### src/rtl/product_accumulator.sv
// ---------------------------------------------------------------------------
// product_accumulator
//
// Accumulation stage that sits behind the 8x8 unsigned multiplier. It sums a
// programmed number of unsigned products into a wide accumulator, tracks a
// sticky carry-out, and offers the finished sum on an output handshake.
//
// Ports
//   clk        : single clock, rising-edge active
//   rst_n      : synchronous active-low reset
//   start      : begin a new accumulation (sampled only in IDLE)
//   len        : number of products to sum (sampled with start)
//   in_valid   : in_prod carries a product this cycle
//   in_ready   : block accepts a product this cycle (ACCUM only)
//   in_prod    : unsigned product from the multiplier
//   out_valid  : out_acc/out_ovf hold a completed result (HOLD only)
//   out_ready  : consumer takes the result this cycle
//   out_acc    : unsigned sum, modulo 2^ACC_W
//   out_ovf    : sticky carry out of bit ACC_W-1 during this accumulation
//   busy       : high in ACCUM or HOLD
//
// ACC_W must be at least PROD_W so each product zero-extends into the
// accumulator. Every output is decoded from registered state only.
// ---------------------------------------------------------------------------
module product_accumulator #(
    parameter int PROD_W = 16,
    parameter int ACC_W  = 24,
    parameter int CNT_W  = 8
) (
    input  logic              clk,
    input  logic              rst_n,
    input  logic              start,
    input  logic [CNT_W-1:0]  len,
    input  logic              in_valid,
    output logic              in_ready,
    input  logic [PROD_W-1:0] in_prod,
    output logic              out_valid,
    input  logic              out_ready,
    output logic [ACC_W-1:0]  out_acc,
    output logic              out_ovf,
    output logic              busy
);

    typedef enum logic [1:0] {
        ST_IDLE,
        ST_ACCUM,
        ST_HOLD
    } state_e;

    state_e             state_q, state_d;
    logic [CNT_W-1:0]   remaining_q, remaining_d;
    logic [ACC_W-1:0]   acc_q, acc_d;
    logic               ovf_q, ovf_d;

    // One bit wider than the accumulator so the carry out is visible.
    logic [ACC_W:0]     sum;

    assign sum = {1'b0, acc_q} + {{(ACC_W + 1 - PROD_W){1'b0}}, in_prod};

    // NOTE: every _d signal gets its hold value first, so paths that do not
    // assign it cannot infer a latch.
    always_comb begin
        state_d     = state_q;
        remaining_d = remaining_q;
        acc_d       = acc_q;
        ovf_d       = ovf_q;

        unique case (state_q)
            ST_IDLE: begin
                if (start) begin
                    acc_d       = '0;
                    ovf_d       = 1'b0;
                    remaining_d = len;
                    // A zero-length job has nothing to sum: present 0 at once.
                    state_d     = (len == '0) ? ST_HOLD : ST_ACCUM;
                end
            end

            ST_ACCUM: begin
                // in_ready is constant 1 here, so in_valid alone is a transfer.
                if (in_valid) begin
                    acc_d       = sum[ACC_W-1:0];
                    ovf_d       = ovf_q | sum[ACC_W];
                    remaining_d = remaining_q - CNT_W'(1);
                    if (remaining_q == CNT_W'(1)) begin
                        state_d = ST_HOLD;
                    end
                end
            end

            ST_HOLD: begin
                if (out_ready) begin
                    state_d = ST_IDLE;
                end
            end

            default: begin
                state_d = ST_IDLE;
            end
        endcase
    end

    // NOTE: state registers use non-blocking assignments so every register
    // samples its pre-edge value regardless of statement order.
    always_ff @(posedge clk) begin
        if (!rst_n) begin
            state_q     <= ST_IDLE;
            remaining_q <= '0;
            acc_q       <= '0;
            ovf_q       <= 1'b0;
        end else begin
            state_q     <= state_d;
            remaining_q <= remaining_d;
            acc_q       <= acc_d;
            ovf_q       <= ovf_d;
        end
    end

    assign in_ready  = (state_q == ST_ACCUM);
    assign out_valid = (state_q == ST_HOLD);
    assign busy      = (state_q != ST_IDLE);
    // Result registers are left untouched in IDLE so the last sum stays visible.
    assign out_acc   = acc_q;
    assign out_ovf   = ovf_q;

endmodule
### config.mk
export PLATFORM = sky130hd
export DESIGN_NAME = product_accumulator
export DESIGN_NICKNAME = d
export VERILOG_FILES = /design/src/rtl/product_accumulator.sv
export SDC_FILE = /design/constraint.sdc
export NUM_CORES = 1
export LEC_CHECK = 0
export ABC_CLOCK_PERIOD_IN_PS = 3320
export BUFFER_PORTS_ARGS = -buffer_cell sky130_fd_sc_hd__buf_4
export CORE_MARGIN = 2
export CORE_UTILIZATION = 36
export CTS_BUF_LIST = sky130_fd_sc_hd__clkbuf_8
export CTS_CLUSTER_DIAMETER = 120
export DETAILED_ROUTE_END_ITERATION = 6
export SYNTH_ARGS = -nofsm -noshare
export SYNTH_HDL_FRONTEND = slang
export SYNTH_SLANG_ARGS = --single-unit
### constraint.sdc
create_clock -name clk -period 3.32 [get_ports clk]
set_input_delay 0.664 -clock clk [delete_from_list [all_inputs] [get_ports clk]]
set_output_delay 0.664 -clock clk [all_outputs]
set_load 0.05 [all_outputs]
# --- Word-level counts from Yosys, hierarchy flattened ---
# Index checks and enable logic that the tools add are counted.
totals:
  reg_bits: 35
  input_bits: 29
  output_inout_bits: 28
  word_cells: 35
op_classes:
  addsub: 2
  eq_ne: 7
  muxes: 15
  bitwise_logic: 1
  reduce_logical: 6
op_table:
  columns: ["op", "n"]
  rows:
  - ["$mux 24", 2]
  - ["$pmux 24 s2", 1]
  - ["$add 24x16->25", 1]
  - ["$mux 8", 2]
  - ["$pmux 8 s2", 1]
  - ["$mux 2", 5]
  - ["$eq 8x1->1 const B", 1]
  - ["$logic_not 8->1", 1]
  - ["$sub 8x1->8 const B", 1]
  - ["$pmux 2 s3", 1]
  - ["$ne 2x1->1 const B", 2]
  - ["$ne 2x2->1 const B", 2]
  - ["$reduce_and 4->1", 1]
  - ["$reduce_bool 2->1", 2]
  - ["$reduce_and 3->1", 1]
  - ["$eq 2x1->1 const B", 1]
  - ["$eq 2x2->1 const B", 1]
  - ["$logic_not 2->1", 1]
  - ["$mux 1", 2]
  - ["$pmux 1 s2", 1]
  - ["$or 1x1->1", 1]

# --- Longest topological paths before layout ---
# Gate-level depths: netlist of run 1.
depth:
  word_depth: 4
  ltp_mapped: 8
  ltp_nobuf: 8

# --- Worst setup path after synthesis of run 1 ---
# OpenSTA, ideal clock, no wires.
synth_timing:
  kind: "input port to flip-flop"
  from: "in in_prod[0]"
  to: "reg acc_q[20] (netlist: out_acc[20])"
  setup_time_ns: 0.071
  arrival_ns: 2.387
  required_ns: 3.249
  path_slack_ns: 0.862
  cell_stages: 8
  path_buffers: 0
  cell_sequence: "ha_1 fa_1 a21oi_2 o21ai_2 a21o_1 a221oi_4 o21ai_0 a21oi_1"
synth_between:
  elab_chain_cells: 3
synth_lines:
  columns: ["element", "line", "source"]
  rows:
  - ["start: declaration", "36", "input logic [PROD_W-1:0] in_prod,"]
  - ["$add 24x16->25", "58", "assign sum = {1'b0, acc_q} + {{(ACC_W + 1 - PROD_W){1'b0}}, in_prod};"]
  - ["$mux 24", "81", "if (in_valid) begin"]
  - ["$pmux 24 s2", "68", "unique case (state_q)"]
  - ["end signal: assignment", "109", "acc_q <= '0;"]
  - ["end signal: assignment", "114", "acc_q <= acc_d;"]
  - ["end: declaration", "52", "logic [ACC_W-1:0] acc_q, acc_d;"]
# No other way between the ends. The select of a mux whose other input is x is not followed.
# A chain may end at the register's enable or synchronous reset.

# --- Worst setup path after layout of run 1 ---
layout_timing:
  from: "in in_prod[0]"
  to: "reg acc_q[12] (netlist: out_acc[12])"
# The elaborated chain is that of the path after synthesis.

==> results.cfg, run 1 <==
[outcome]
outcome = finished, final reports clean

[global_route]
grt_max_degree = 23
grt_pass1_vias = 2230
antenna_found_initial = 0
grt_first_pass_wirelength_um = 10400
grt_overflow = 0
track_usage = 0.170

[final_layout]
multiInputGateArea_um2 = 1640
final_layout_size_suffix_gt1_frac = 0.234
final-seq-area_um2 = 701
final_nets = 413
n_antenna_cell = 0
num-fill-cells = 665
syn_to_final_growth_pct = 23.0

[worst_setup_path]
end_kind = flop
r2r-end = out_acc[12]
critPathMaxFanout = 4
reg2reg_slack_ns = 1.01
arrival_ns = 2.66
critical_path_class = in2reg
worstReg2RegStart = out_acc[0]
required_ns = 3.50
r2r_cells = 8
start_kind = input pin

[power]
p_per_area_nw_per_um2 = 441
p_clk_frac = 0.217
leakagePower_uw = 0.00123
pwr-share-seq = 0.376
switching_share = 0.401
power.internal_uw = 791
p_comb_frac = 0.407
ir_drop_mv = 0.235
switching_power_uw = 529

[worst_hold_path]
worstHoldStart = out_ovf
hold_class = reg2reg
min_to = out_ovf
whs_path_depth = 2

[synth]
synthFlopType = dfxtp_1
synth-simple-area-share = 0.228
postSynthCellCount = 309
synth_top_family_by_area = compound AO/OA/AOI/OAI gates
synth_cell_types = 58
synth_compound_area_frac = 0.296
ys_async_sr_fraction = 0
ys_ff_latch = 35
synth-xor-area-share = 0.0431
synthMuxAreaShare = 0.00411
synth_edf_count = 0
ys_seq_area_frac = 0.288
synth_adder_area_share = 0.101
syn_area_per_cell_um2 = 7.88
synth_nets = 357
ys_warn_count = 0
syn_area_um2 = 2440

[sta]
setup_viol = 0
finalMaxSlewViolations = 0
timing.hold.ws_ns = 0.466
tightest_slew_ns = 0.662
maxSlewHeadroom = 0.557
hold_viol = 0
max_freq_ghz = 0.404
rsz0062_at_grt = false
tns_ns = 0
post-route-min-period_ns = 2.48
finalClockSkew_ns = 0.00454
period_share = 0.746

[floorplan]
core-area_um2 = 6460
rows = 29
ios = 57
chipWidth_um = 86.3
start_util = 0.377
fp.dieH_um = 86.3
die_area_um2 = 7440

[route]
drt_drc_violations_left = 0
vias = 2454
route.detailed.wl_per_inst_um = 14.3
viasPerCell = 5.56
first_pass_iters = 4
ant_nets = 0
routed_wl_um = 6320
first_iter_violations = 147

[place]
dpl.hpwl_um = 4710
gp_congestion = 0.892
io_buffers = 56

[clocking]
clock_path_buffers = 2
htree_levels = 2
clk_pin_slew_ns = 0.07
cts_resized = 0
numClockSinks = 35
insertion_delay_ns = 0.29
cts_hold_buf = 0
cts_tree = built
post_cts.repair.setup_buffers = 0
cts-root-buf = clkbuf_8
cts_buffers = 5

[job]
maxCapViolCount = 0
[cells in the final DEF, fill, tap and decap left out, types with 4 or more instances in the layout]
| cell type | count |
|---|---|
| o211ai_1 | 5 |
| o21ai_0 | 28 |
| nor2b_1 | 5 |
| nand2_1 | 36 |
| and2_1 | 4 |
| nand4_1 | 4 |
| inv_1 | 13 |
| a21oi_1 | 29 |
| o21ai_1 | 4 |
| dfxtp_1 | 35 |
| clkbuf_8 | 5 |
| ha_1 | 18 |
| xnor2_1 | 11 |
| buf_4 | 59 |
| nor3_1 | 6 |
| nand3_1 | 10 |
| nor2_1 | 24 |
| nor4_1 | 5 |
| a21oi_2 | 5 |
| or3_1 | 7 |
[layer usage]
metal  global-route usage  vias up  part of all wire
met1                0.244     1140              0.48
met2                0.264       70              0.46
li1                     -     1238                 -
met5                    0        -                 0
met4               0.0440        0            0.0096
met3               0.0324        6             0.052
[worst max-delay path by stage]
stage	start	end	slack, ns	depth (start not counted)
after floorplan	in_prod[0]	out_acc[20]	0.86	8
after global routing	in_prod[0]	out_acc[16]	0.73	9
after detailed placement	in_prod[0]	out_acc[12]	0.55	9
final	in_prod[0]	out_acc[12]	0.84	9
after CTS	in_prod[0]	out_acc[12]	0.85	9
after global placement	in_prod[0]	out_acc[20]	0.62	9
[power by group through the flow]
stage	clock network, uW	registers, uW	logic (uW)
3_5_place_dp	0	505	533
5_1_grt	318	503	590
3_3_place_gp	0	504	533
6_report	287	497	537
2_1_floorplan	0	560	332
4_1_cts	298	496	535
[registers in the layout, indices dropped and copies added (netlist names)]
signal,flops
out_ovf,1
state_q,2
out_acc,24
remaining_q,8
[cell usage after synthesis (3+ instances only)]
| master | count | share of area |
|---|---|---|
| clkbuf_1 | 4 | 0.0062 |
| a21oi_1 | 29 | 0.060 |
| a21o_1 | 3 | 0.0092 |
| nand3_1 | 10 | 0.021 |
| a21oi_2 | 5 | 0.018 |
| o21ai_1 | 4 | 0.0082 |
| inv_1 | 12 | 0.018 |
| xnor2_1 | 11 | 0.040 |
| a32oi_1 | 3 | 0.011 |
| buf_2 | 4 | 0.0082 |
| o21ai_0 | 28 | 0.058 |
| nand2_1 | 36 | 0.055 |
| and2_1 | 4 | 0.010 |
| nor2b_1 | 5 | 0.013 |
| nor2_1 | 24 | 0.037 |
| a31oi_1 | 3 | 0.0077 |
| a211oi_1 | 3 | 0.0092 |
| nor3_1 | 6 | 0.012 |
| o211ai_1 | 5 | 0.015 |
| or3_1 | 7 | 0.018 |
| nor4_1 | 5 | 0.013 |
| nand4_1 | 4 | 0.010 |
| dfxtp_1 | 35 | 0.29 |
| ha_1 | 18 | 0.092 |
[cells by family after synthesis]
kind of cell    count (synthesis)
simple gates                  112
flops                          35
buf+inv                        23
mux                             1
fa+ha+maj                      19
xor+xnor                       12
compound gates                107
[worst max-delay path, stage by stage]
cell and delay [ns]:
buf_4 0.11, ha_1 0.22, fa_1 0.42, a21oi_2 0.22, o211ai_1 0.13, a31oi_1 0.39
o21ba_2 0.20, nor3_1 0.05, a211o_1 0.26
[through the flow]
step                      setup slack, ns   util  instance area [um2]  power [uW]  instances
after detailed placement            0.550  0.453                 2920        1040        435
after global routing                0.730  0.464                 3000        1410        441
after CTS                           0.854  0.464                 3000        1330        441
after floorplan                     0.862      -                 2440         892        309
after global placement              0.621  0.453                 2920        1040        435
final                               0.843  0.464                 3000        1320        441
[final cells by class]
| cell class | count | share of cell area |
|---|---|---|
| Inverter | 13 | 0.0163 |
| Timing Repair Buffer | 59 | 0.148 |
| Sequential cell | 35 | 0.234 |
| Tap cell | 77 | 0.0322 |
| Clock buffer | 5 | 0.0230 |
| Clock inverter | 1 | 0.00125 |
| Multi-Input combinational cell | 251 | 0.546 |
Note: power is estimated with default switching activity, not from simulation.
==> run 2: changes to the inputs <==
--- a/config.mk
+++ b/config.mk
@@ -5,7 +5,7 @@
 export SDC_FILE = /design/constraint.sdc
 export NUM_CORES = 1
 export LEC_CHECK = 0
-export ABC_CLOCK_PERIOD_IN_PS = 3320
+export ABC_CLOCK_PERIOD_IN_PS = 2000
 export BUFFER_PORTS_ARGS = -buffer_cell sky130_fd_sc_hd__buf_4
 export CORE_MARGIN = 2
 export CORE_UTILIZATION = 36
==> constraint.sdc (replaced) <==
create_clock -name clk -period 2 [get_ports clk]
set_input_delay 0.4 -clock clk [delete_from_list [all_inputs] [get_ports clk]]
set_output_delay 0.4 -clock clk [all_outputs]
set_load 0.05 [all_outputs]
==> results.cfg, run 2 (synthesized netlist as in run 1, its figures left out) <==
[outcome]
outcome = finished with violations
violations = negative setup slack

[sta]
finalMaxSlewViolations = 0
setup_viol = 6
rsz0062_at_grt = true
tightest_slew_ns = 0.400
maxSlewHeadroom = 0.732
post-route-min-period_ns = 2.07
finalClockSkew_ns = 0.00646
tns_ns = -0.298
fin_ws_ns = -0.0711
max_freq_ghz = 0.483
hold_viol = 0
period_share = 1.04

[clocking]
cts_buffers = 5
insertion_delay_ns = 0.29
cts_tree = built
cts_hold_buf = 0
cts-root-buf = clkbuf_8
clock_path_buffers = 2
clk_pin_slew_ns = 0.07
htree_levels = 2
numClockSinks = 35

[power]
leakagePower_uw = 0.00149
finalPower_uw = 2440
ir_drop_mv = 0.368
p_per_area_nw_per_um2 = 687

[worst_setup_path]
slowest_delay_ns = 0.36
cp_top_family = compound AO/OA/AOI/OAI gates
critical_path_class = reg2reg
path_buf_inv = 1
arrival_ns = 2.25
critPathMaxFanout = 3
path_cells = ha_4 -> fa_2 -> a21oi_4 -> buf_4 -> o211ai_1 -> a31oi_2 -> o21ba_2 -> nor3_1 -> a211o_1
required_ns = 2.18
end_kind = flop
start_kind = flop
crit_slowest_cell = fa_2

[floorplan]
start_util = 0.377
fp.dieH_um = 86.3
chipWidth_um = 86.3
core-area_um2 = 6460
die_area_um2 = 7440
rows = 29
ios = 57

[route]
first_pass_iters = 4
viasPerCell = 5.35
drt_drc_violations_left = 0
first_iter_violations = 126
vias = 2638
route.detailed.wl_per_inst_um = 14.4
ant_nets = 0
routed_wl_um = 7100

[place]
gp_congestion = 0.897
dpl.hpwl_um = 5330
io_buffers = 56

[final_layout]
final_layout_size_suffix_gt1_frac = 0.399
layout.cells.most_common = buf_4
largest_reg_flops = 24
syn_to_final_growth_pct = 45.6
layout_common_cells = buf_4, nand2_1, o21ai_0
final_nets = 463
n_antenna_cell = 0

[global_route]
grt_pass1_vias = 2463
grt_overflow = 0
grt_max_degree = 19
grt_first_pass_wirelength_um = 11500
track_usage = 0.192
antenna_found_initial = 0

[worst_hold_path]
hold_class = in2reg

[job]
maxCapViolCount = 0
==> run 2: timing repair <==
| item | CTS | global route |
|---|---|---|
| resized for setup | 3 | 16 |
| setup buffers | 1 | 0 |
| setup endpoints to repair | 9 | 15 |
| cloned | 1 | 0 |
| pin swaps | 7 | 8 |
==> run 2: metal layers <==
layer / global-route usage / up-vias / share of wire
li1: - / 1344 / -
met1: 0.275 / 1214 / 0.49
met2: 0.300 / 75 / 0.46
met3: 0.0295 / 5 / 0.046
met4: 0.0582 / 0 / 0.010
met5: 0 / - / 0
==> run 2: path summary, 6_finish.rpt <==
kind,start,endpoint,slack (ns),cells after the start
min reg2reg,out_ovf,out_ovf,0.46,2
max,out_acc[0],out_acc[12],-0.07,9
min,len[0],remaining_q[0],0.44,3
max reg2reg,out_acc[0],out_acc[12],-0.07,9
==> run 2: final cells by class <==
cell class,instances,area [um2]
Clock buffer,5,68.8
Clock inverter,3,12.5
Fill cell,631,2910
Inverter,13,48.8
Multi-Input combinational cell,252,1780
Sequential cell,35,726
Tap cell,77,96.3
Timing Repair Buffer,108,811
==> run 2: worst reg2reg max path, cell delays in order, from the launching register on <==
cell and delay (ns):
dfxtp_4 0.35, ha_4 0.16, fa_2 0.36, a21oi_4 0.16, buf_4 0.13, o211ai_1 0.11, a31oi_2 0.21, o21ba_2 0.17
nor3_1 0.04, a211o_1 0.27
==> run 2: report_power, final <==
group | internal [uW] | total, uW | leakage, uW | switching, uW
Combinational | 471 | 1100 | 0.00114 | 633
Clock | 235 | 504 | 0.0000505 | 269
Sequential | 762 | 830 | 0.000293 | 67.3
==> run 2: metrics by stage <==
stage / area (um2) / std cells / hold WS (ns) / util / worst slack (ns)
6_report: 3550 / 493 / 0.441 / 0.549 / -0.0711
5_1_grt: 3550 / 493 / 0.452 / 0.549 / -0.148
4_1_cts: 3470 / 493 / 0.424 / 0.537 / -0.0475
3_5_place_dp: 3330 / 483 / 0.451 / 0.516 / -0.305
3_3_place_gp: 3330 / 483 / 0.446 / 0.516 / -0.281
2_1_floorplan: 2490 / 309 / 0.437 / - / -0.128
==> run 3: changes to the inputs <==
--- a/config.mk
+++ b/config.mk
@@ -5,13 +5,14 @@
 export SDC_FILE = /design/constraint.sdc
 export NUM_CORES = 1
 export LEC_CHECK = 0
-export ABC_CLOCK_PERIOD_IN_PS = 2000
+export ABC_CLOCK_PERIOD_IN_PS = 1800
 export BUFFER_PORTS_ARGS = -buffer_cell sky130_fd_sc_hd__buf_4
 export CORE_MARGIN = 2
 export CORE_UTILIZATION = 36
 export CTS_BUF_LIST = sky130_fd_sc_hd__clkbuf_8
 export CTS_CLUSTER_DIAMETER = 120
 export DETAILED_ROUTE_END_ITERATION = 6
+export MAX_ROUTING_LAYER = met4
 export SYNTH_ARGS = -nofsm -noshare
 export SYNTH_HDL_FRONTEND = slang
 export SYNTH_SLANG_ARGS = --single-unit
==> constraint.sdc (replaced) <==
create_clock -name clk -period 1.8 [get_ports clk]
set_input_delay 0.36 -clock clk [delete_from_list [all_inputs] [get_ports clk]]
set_output_delay 0.36 -clock clk [all_outputs]
set_load 0.05 [all_outputs]
==> results.cfg, run 3 (synthesized netlist as in run 1, its figures left out) <==
[outcome]
outcome = finished with violations
violations = negative setup slack

[sta]
maxSlewHeadroom = 0.635
fin_ws_ns = -0.241
tightest_slew_ns = 0.545
post-route-min-period_ns = 2.04
period_share = 1.13
setup_viol = 16
finalMaxSlewViolations = 0
finalClockSkew_ns = 0.00377
max_freq_ghz = 0.490
rsz0062_at_grt = true
hold_viol = 0
timing.hold.ws_ns = 0.398
tns_ns = -2.10

[route]
viasPerCell = 5.31
first_pass_iters = 4
route.detailed.wl_per_inst_um = 14.5
routed_wl_um = 7540
vias = 2769
drt_drc_violations_left = 0
first_iter_violations = 118
ant_nets = 0

[final_layout]
final_layout_size_suffix_gt1_frac = 0.486
multiInputGateArea_um2 = 1930
layout.cells.most_common = buf_4
design_area_um2 = 3960
syn_to_final_growth_pct = 62.6
num-fill-cells = 588
n_antenna_cell = 0
fin_cells = 521
layout_common_cells = buf_4, nand2_1, nor2_1, o21ai_0, a21oi_1
final_nets = 491
final-seq-area_um2 = 747
largest_reg_flops = 24

[floorplan]
start_util = 0.377
rows = 29
chipWidth_um = 86.3
fp.dieH_um = 86.3
core-area_um2 = 6460
die_area_um2 = 7440
ios = 57

[clocking]
cts_buffers = 5
htree_levels = 2
clock_path_buffers = 2
numClockSinks = 35
cts_hold_buf = 0
cts-root-buf = clkbuf_8
insertion_delay_ns = 0.29
clk_pin_slew_ns = 0.08
cts_tree = built

[worst_setup_path]
critPathMaxFanout = 9
cp_top_family = compound AO/OA/AOI/OAI gates
start_kind = flop
crit_slowest_cell = dfxtp_4
required_ns = 1.98
end_kind = flop
path_buf_inv = 1
slowest_delay_ns = 0.36
arrival_ns = 2.22
critical_path_class = reg2reg
path_cells = ha_4 -> fa_2 -> a21oi_4 -> o21ai_2 -> a21o_1 -> a221oi_4 -> buf_6 -> or3_1 -> a21oi_1

[global_route]
grt_overflow = 0
antenna_found_initial = 0
track_usage = 0.210
grt_pass1_vias = 2636
grt_first_pass_wirelength_um = 12200
grt_max_degree = 18

[worst_hold_path]
hold_class = in2reg

[place]
place_inst = 503
dp_worst_setup_slack_ns = -0.485
postPlaceCellArea_um2 = 3570
io_buffers = 56
gp_congestion = 0.948
dpl.hpwl_um = 5600

[power]
p_per_area_nw_per_um2 = 728
ir_drop_mv = 0.437
leakagePower_uw = 0.00165

[job]
maxCapViolCount = 0
==> run 3: repair_timing <==
action                     4_1_cts  5_1_grt
gates resized for setup         25       16
setup buffers                    6        5
pin swaps                       21       21
setup endpoints to repair       16       22
==> run 3: path summary, 6_finish.rpt <==
check	end	startpoint	depth (start not counted)	slack (ns)
worst min-delay path	state_q[1]	out_ready	4	0.40
worst max-delay path	out_acc[16]	out_acc[0]	9	-0.24
worst max register to register	out_acc[16]	out_acc[0]	9	-0.24
worst min register to register	out_ovf	out_ovf	2	0.47
==> run 3: metrics by stage <==
stage / util / total power (uW)
6_report: 0.613 / 2880
5_1_grt: 0.613 / 3050
4_1_cts: 0.598 / 2850
3_5_place_dp: 0.553 / 2180
3_3_place_gp: 0.553 / 2170
2_1_floorplan: - / 1680
==> run 3: area by class of cell <==
cell class / count / area share
Inverter: 13 / 0.0133
Timing Repair Buffer: 137 / 0.266
Tap cell: 77 / 0.0243
Clock buffer: 5 / 0.0174
Sequential cell: 35 / 0.189
Clock inverter: 3 / 0.00379
Multi-Input combinational cell: 251 / 0.486
==> run 3: report_power, final <==
part	switching [uW]	leakage (uW)	internal, uW
Sequential	70.6	0.000296	846
Combinational	757	0.00130	634
Clock	311	0.0000496	266
Total	1140	0.00165	1750
==> run 3: tightest hold or removal path, stage by stage <==
cell and delay, ns:
buf_4 0.09, inv_1 0.03, a21oi_1 0.11, nor3b_1 0.06
==> run 3: metal layers <==
layer / wire, um / GRT usage
met4: 82 / 0.0540
met3: 291 / 0.0286
met1: 3580 / 0.280
met5: 0 / -
met2: 3590 / 0.337
